===== src/rtl/expr_result_pkg.sv =====
// expr_result_pkg: shared widths, MISR constants, FSM states and the MISR step function
package expr_result_pkg;
  localparam int Y_W = 90;
  localparam int SIG_W = 32;
  localparam int CNT_W = 16;
  localparam logic [SIG_W-1:0] POLY = 32'h04C11DB7;
  localparam logic [SIG_W-1:0] SEED = 32'hFFFFFFFF;
  typedef enum logic [2:0] {IDLE, RUN, FOLD0, FOLD1, FOLD2, DONE} state_t;
  function automatic logic [SIG_W-1:0] misr_step(input logic [SIG_W-1:0] sig, input logic [SIG_W-1:0] chunk);
    return {sig[SIG_W-2:0], 1'b0} ^ (sig[SIG_W-1] ? POLY : '0) ^ chunk;
  endfunction
endpackage


===== src/rtl/expr_misr_core.sv =====
// expr_misr_core: signature register advanced by one MISR step per enabled cycle
module expr_misr_core
  import expr_result_pkg::*;
(
  input  logic             clk,
  input  logic             rst,
  input  logic             load_seed,
  input  logic             step_en,
  input  logic [SIG_W-1:0] chunk,
  output logic [SIG_W-1:0] signature
);
  // seed load takes priority so a restart discards any in-flight fold step
  always_ff @(posedge clk or posedge rst)
    if (rst) signature <= SEED;
    else if (load_seed) signature <= SEED;
    else if (step_en) signature <= misr_step(signature, chunk);
endmodule


===== src/rtl/expr_result_misr.sv =====
// expr_result_misr: folds 90-bit result vectors into a 32-bit MISR signature; EXPR_RESULT_MISR_STALL_CNT_EN adds stall_count
module expr_result_misr
  import expr_result_pkg::*;
(
  input  logic             clk,
  input  logic             rst,
  input  logic             start,
  input  logic [CNT_W-1:0] num_vec,
  input  logic             in_valid,
  output logic             in_ready,
  input  logic [Y_W-1:0]   in_y,
  output logic             busy,
  output logic             sig_valid,
  output logic [SIG_W-1:0] signature,
  output logic [CNT_W-1:0] vec_count
`ifdef EXPR_RESULT_MISR_STALL_CNT_EN
  ,
  output logic [CNT_W-1:0] stall_count
`endif
);
  state_t state, state_next;
  logic [CNT_W-1:0] target;
  logic [Y_W-1:0] hold_q;
  logic accept, step_en;
  logic [SIG_W-1:0] chunk;
  // state register
  always_ff @(posedge clk or posedge rst)
    if (rst) state <= IDLE;
    else state <= state_next;
  // next state and handshake/status outputs; start restarts from any state
  always_comb begin
    state_next = state;
    in_ready = state == RUN;
    busy = state inside {RUN, FOLD0, FOLD1, FOLD2};
    sig_valid = state == DONE;
    accept = in_ready && in_valid && !start;
    step_en = !start && (state inside {FOLD0, FOLD1, FOLD2});
    chunk = state == FOLD0 ? hold_q[SIG_W-1:0] :
            state == FOLD1 ? hold_q[2*SIG_W-1:SIG_W] :
            {{(3*SIG_W-Y_W){1'b0}}, hold_q[Y_W-1:2*SIG_W]};
    if (start) state_next = RUN;
    else if (state == RUN && in_valid) state_next = FOLD0;
    else if (state == FOLD0) state_next = FOLD1;
    else if (state == FOLD1) state_next = FOLD2;
    else if (state == FOLD2) state_next = vec_count == target ? DONE : RUN;
  end
  // run target, accepted-vector count and captured vector
  always_ff @(posedge clk or posedge rst)
    if (rst) begin
      target <= '0;
      vec_count <= '0;
      hold_q <= '0;
    end else if (start) begin
      target <= num_vec == '0 ? CNT_W'(1) : num_vec;
      vec_count <= '0;
    end else if (accept) begin
      hold_q <= in_y;
      if (vec_count != target) vec_count <= vec_count + 1'b1;
    end
  expr_misr_core u_core (
    .clk(clk),
    .rst(rst),
    .load_seed(start),
    .step_en(step_en),
    .chunk(chunk),
    .signature(signature)
  );
`ifdef EXPR_RESULT_MISR_STALL_CNT_EN
  // RUN cycles with no vector offered, saturating
  always_ff @(posedge clk or posedge rst)
    if (rst) stall_count <= '0;
    else if (start) stall_count <= '0;
    else if (state == RUN && !in_valid && stall_count != '1) stall_count <= stall_count + 1'b1;
`endif
endmodule


===== config.mk =====
export PLATFORM = sky130hd
export DESIGN_NAME = expr_result_misr
export DESIGN_NICKNAME = d
export VERILOG_FILES = /design/src/rtl/expr_result_pkg.sv /design/src/rtl/expr_misr_core.sv /design/src/rtl/expr_result_misr.sv
export SDC_FILE = /design/constraint.sdc
export NUM_CORES = 1
export LEC_CHECK = 0
export ABC_CLOCK_PERIOD_IN_PS = 13900
export CORE_UTILIZATION = 52
export DETAILED_ROUTE_END_ITERATION = 7
export PLACE_DENSITY = 0.9
export SLEW_MARGIN = 20
export SYNTH_ARGS = -nofsm -noshare
export SYNTH_HDL_FRONTEND = slang
export SYNTH_SLANG_ARGS = --single-unit

===== constraint.sdc =====
create_clock -name clk -period 13.9 [get_ports clk]
set_input_delay 2.78 -clock clk [delete_from_list [all_inputs] [get_ports clk]]
set_output_delay 2.78 -clock clk [all_outputs]
set_load 0.01 [all_outputs]

After elaboration in Yosys (flattened, before gate mapping)
Cells that the tools add are included.
Widths: inputs -> output; s select.
{"block": "word_totals", "input_bits": 110, "wordCells": 44, "ff_bits": 157, "out_inout_bits": 51}
{"block": "classes", "eq_ne": 7, "n_reduce_logical": 13, "add_sub_neg": 1, "n_mux": 15, "bitwise_logic": 3}
{"op": "$mux 32", "n": 4}
{"op": "$mux 16", "n": 4}
{"op": "$xor 32x32->32", "n": 2}
{"op": "$mux 27", "n": 1}
{"op": "$mux 3", "n": 6}
{"op": "$add 16x1->16 const B", "n": 1}
{"op": "$eq 16x16->1", "n": 1}
{"op": "$logic_not 16->1", "n": 1}
{"op": "$ne 16x16->1", "n": 1}
{"op": "$eq 3x2->1 const B", "n": 2}
{"op": "$eq 3x3->1 const B", "n": 2}
{"op": "$reduce_bool 2->1", "n": 3}
{"op": "$reduce_bool 5->1", "n": 1}
{"op": "$reduce_and 2->1", "n": 2}
{"op": "$reduce_bool 4->1", "n": 1}
{"op": "$eq 3x1->1 const B", "n": 1}
{"op": "$logic_and 1x1->1", "n": 3}
{"op": "$reduce_bool 3->1", "n": 1}
{"op": "$logic_not 1->1", "n": 1}
{"op": "$not 1->1", "n": 1}

Longest topological paths before layout
{"block": "depth", "ltp_word": 7, "mapped_depth": 8, "depth_no_buf": 6}

Modules after synthesis
A second synthesis with hierarchy kept.
{"block": "unflattened", "cells_unflattened": 620, "hier_area_um2": 7851.3}
{"module": "expr_result_misr", "area_each_um2": 5919.4, "instances": 1, "cells_per_inst": 479}
{"module": "expr_misr_core", "area_each_um2": 1931.9, "instances": 1, "cells_per_inst": 141}

Worst setup path before layout
OpenSTA, ideal clock, no wires.
{"block": "synth_path", "path_type": "reg-to-output", "startpoint": "register state[0]", "endpoint": "output port sig_valid", "path_stages_with_launch": 5, "arrival_ns": 1.218, "n_path_buf": 2, "slack_ns": 9.902, "t_required_ns": 11.120, "cell_sequence": "dfrtp_1 -> buf_2 -> buf_2 -> inv_1 -> nor3b_1"}
{"block": "synth_between", "elab_chain_len": 1}
{"item": "from (decl)", "line": "expr_result_misr.sv:21", "text": "state_t state, state_next;"}
{"item": "from (signal assigned)", "line": "expr_result_misr.sv:29", "text": "else state <= state_next;"}
{"item": "$eq 3x3->1", "line": "expr_result_misr.sv:35", "text": "sig_valid = state == DONE;"}
{"item": "to (decl)", "line": "expr_result_misr.sv:13", "text": "output logic sig_valid,"}
Every way passes these cells.

Worst setup path after layout
Ends and elaborated chain as after synthesis.

==> results.txt <==
Final WL = 17.1 mm
Normalized max-slew margin = 43.7%
Comb pwr share = 22.8%
Cell Pwr Density = 148 nW/um^2
Min Tclk post-route = 5050 ps
PnR Total Power = 1.44 mW
Hold Vio Cnt, Final = 0
CTS max path bufs = 2
Commonest non-fill, non-tap cells in the layout = 160 x clkdlybuf4s50_1, 124 x dfrtp_1, 93 x mux2_2
Gp weighted congestion = 0.877
Postcts setup bufs = 0
RSZ-0062 raised after global routing = false
# fillers = 907
Nets = 857
Fin Setup TNS = 0 ps
HP Class = reg -> reg
Die area = 14800 um^2
Fmax = 0.198 GHz
Crit end category = output port
CP Class = reg -> out
Dpl cell area = 9140 um^2
Clk sinks = 157
Antenna cell count = 0
HPWL after detailed placement = 11.5 mm
Vias in the first global route = 5522
DIE HEIGHT = 122 um
Global Route Usage Sum = 24.8%
Final setup vio count = 0
Post-synthesis sequential area ratio = 53.2%
Total CTS buffers = 17
Drt initial violations = 357
H-tree levels = 4
Netlist cell types = 42
Commonest non-fill, non-tap cell in the layout = clkdlybuf4s50_1
Clock Latency Late Sink = 420 ps
Crit-path cells = buf_4 > inv_1 > nor3b_1 > clkdlybuf4s50_1
CP Max Fanout = 40
Clock Pin Slew Worst Setup and Hold Paths = 60 ps
Wire length of the first global-routing pass = 27.9 mm
Area growth syn-to-layout = 31.0%
CP max stage delay = 580 ps
Via density = 5.54
IO buf count = 160
Synth Flop Type = dfrtp_1
WP data arrival = 2270 ps
Reg power frac = 43.9%
Num rows = 43
Max-cap viol count = 0
CP max stage cell = clkdlybuf4s50_1
Clock Tree Root = clkbuf_16
Synth Area per Inst = 12.4 um^2
NetSw = 0.388 mW
Async SR Flop Fraction = 100%
Post-cts hold buffer count = 0
Cell area after synthesis = 7460 um^2
Antenna violations before repair = 0
Gr ovfl total = 0
Syn nets = 712
Drt first pass iters = 4
Vias = 5204
Largest net degree at the start of global routing = 91
Status = complete, no violations
Clk_skew = 9.48 ps
Flops & latches, synth = 157
Slew at the pin closest to its max-slew limit = 845 ps
Post-route cell area = 9780 um^2
Int Power = 1.06 mW
Crit path launch type = flip-flop
Cts repair resizes = 0
Switching Share = 26.9%
Period utilization = 36.4%
Clock Power Share = 33.4%
CP Data Required Time = 11120 ps
Starting Density = 53.6%
Syn Inst Count = 601
Fraction of final layout cells sized beyond drive strength 1 = 23.1%
Worst vdd ir = 0.107 mV
Max Slew Vio Count = 0
Wire per inst = 18.2 um
Core area = 13900 um^2
Antenna-violating nets left = 0
Post-synth EDFFs = 0
Syn. warnings = 0
DRC = 0
Die width = 122 um
CTS tree = done
Leak pwr = 3.90 nW
I/O Pins = 161
per-stage QoR:
| step | std cells | hold slack (ps) | util, % | setup slack (ps) |
|---|---|---|---|---|
| after floorplan | 601 | 457 | - | 6940 |
| after global placement | 906 | 467 | 65.6 | 8600 |
| after detailed placement | 906 | 474 | 65.6 | 8540 |
| after CTS | 938 | 489 | 70.0 | 8820 |
| after global routing | 939 | 513 | 70.2 | 8670 |
| final | 939 | 485 | 70.2 | 8850 |
worst max-delay path: cells and delay by family (launching register included):
kind,cells,cell delay (ps)
flops,1,340
simple gates,1,260
buf+inv,3,1260
power groups by stage:
| stage | clock, mW | sequential, mW | combinational (mW) |
|---|---|---|---|
| final | 0.482 | 0.633 | 0.328 |
| after global routing | 0.512 | 0.646 | 0.359 |
| after CTS | 0.491 | 0.633 | 0.333 |
| after detailed placement | 0 | 0.640 | 0.329 |
| after global placement | 0 | 0.632 | 0.315 |
| after floorplan | 0 | 0.625 | 0.231 |
layer usage:
layer | vias to the layer above | routed length [um] | track usage, %
li1 | 2423 | - | -
met1 | 2583 | 6850 | 30.1
met2 | 173 | 8650 | 40.9
met3 | 25 | 1300 | 8.57
met4 | 0 | 296 | 8.80
met5 | - | 0 | 0
state kept, by name, indices dropped and copies added, names as in the netlist:
name              flops
target               16
hold_q               90
state                 3
u_core.signature     32
vec_count            16
layout make-up:
class                   instances  area [um^2]  area share [%]
flip-flops and latches        157         3970            40.6
multi-input cells             400         3290            33.6
repair buffers                167         1660            17.0
clock buffers                  18          439            4.49
well taps                     180          225            2.30
clock inverters                14          180            1.84
inverters                       3         16.3           0.166
cells in the mapped netlist (2+ instances only):
| cell type | instances | area share, % |
|---|---|---|
| a21oi_1 | 39 | 2.6 |
| or4_1 | 3 | 0.30 |
| nand4_1 | 9 | 0.75 |
| or2_1 | 2 | 0.17 |
| o21ai_0 | 6 | 0.40 |
| nand3_1 | 6 | 0.40 |
| mux2_2 | 93 | 14 |
| xor2_1 | 17 | 2.0 |
| nor4_1 | 6 | 0.50 |
| o31ai_1 | 3 | 0.30 |
| nor3b_1 | 2 | 0.20 |
| mux2i_1 | 33 | 4.4 |
| xnor2_1 | 44 | 5.2 |
| buf_6 | 3 | 0.45 |
| nor3_1 | 5 | 0.34 |
| dfstp_2 | 32 | 11 |
| nor2_1 | 44 | 2.2 |
| buf_2 | 20 | 1.3 |
| mux2_1 | 16 | 2.4 |
| buf_4 | 2 | 0.20 |
| clkbuf_1 | 9 | 0.45 |
| nand2_1 | 7 | 0.35 |
| nor2b_1 | 6 | 0.50 |
| o22a_1 | 32 | 3.8 |
| nand2b_1 | 4 | 0.34 |
| mux2_4 | 2 | 0.40 |
| nor2_2 | 3 | 0.25 |
| dfrtp_1 | 125 | 42 |
| or3_1 | 7 | 0.59 |
| buf_1 | 7 | 0.35 |
| inv_1 | 3 | 0.15 |
cells by family after synthesis:
family          Yosys count  synth area share (%)
mux                     144                  21.3
flops                   157                  53.2
xor+xnor                 62                  7.38
fa+ha+maj                 1                 0.168
buf+inv                  44                  2.95
compound gates           84                  7.46
simple gates            109                  7.59
final timing paths:
path                                            start                endpoint  slack, ps  depth (start not counted)
min in group asynchronous                         rst  hold_q[60]$_DFFE_PP0P_       2820                          2
worst min register to register  hold_q[8]$_DFFE_PP0P_   hold_q[8]$_DFFE_PP0P_        480                          1
max in group asynchronous                         rst  hold_q[23]$_DFFE_PP0P_       9820                          3
worst max register to register   state[0]$_DFFE_PP0P_  hold_q[66]$_DFFE_PP0P_      11040                          5
worst max-delay path             state[0]$_DFFE_PP0P_               sig_valid       8850                          4
worst min-delay path            hold_q[8]$_DFFE_PP0P_   hold_q[8]$_DFFE_PP0P_        480                          1
Power figures use the tool's default switching activity.
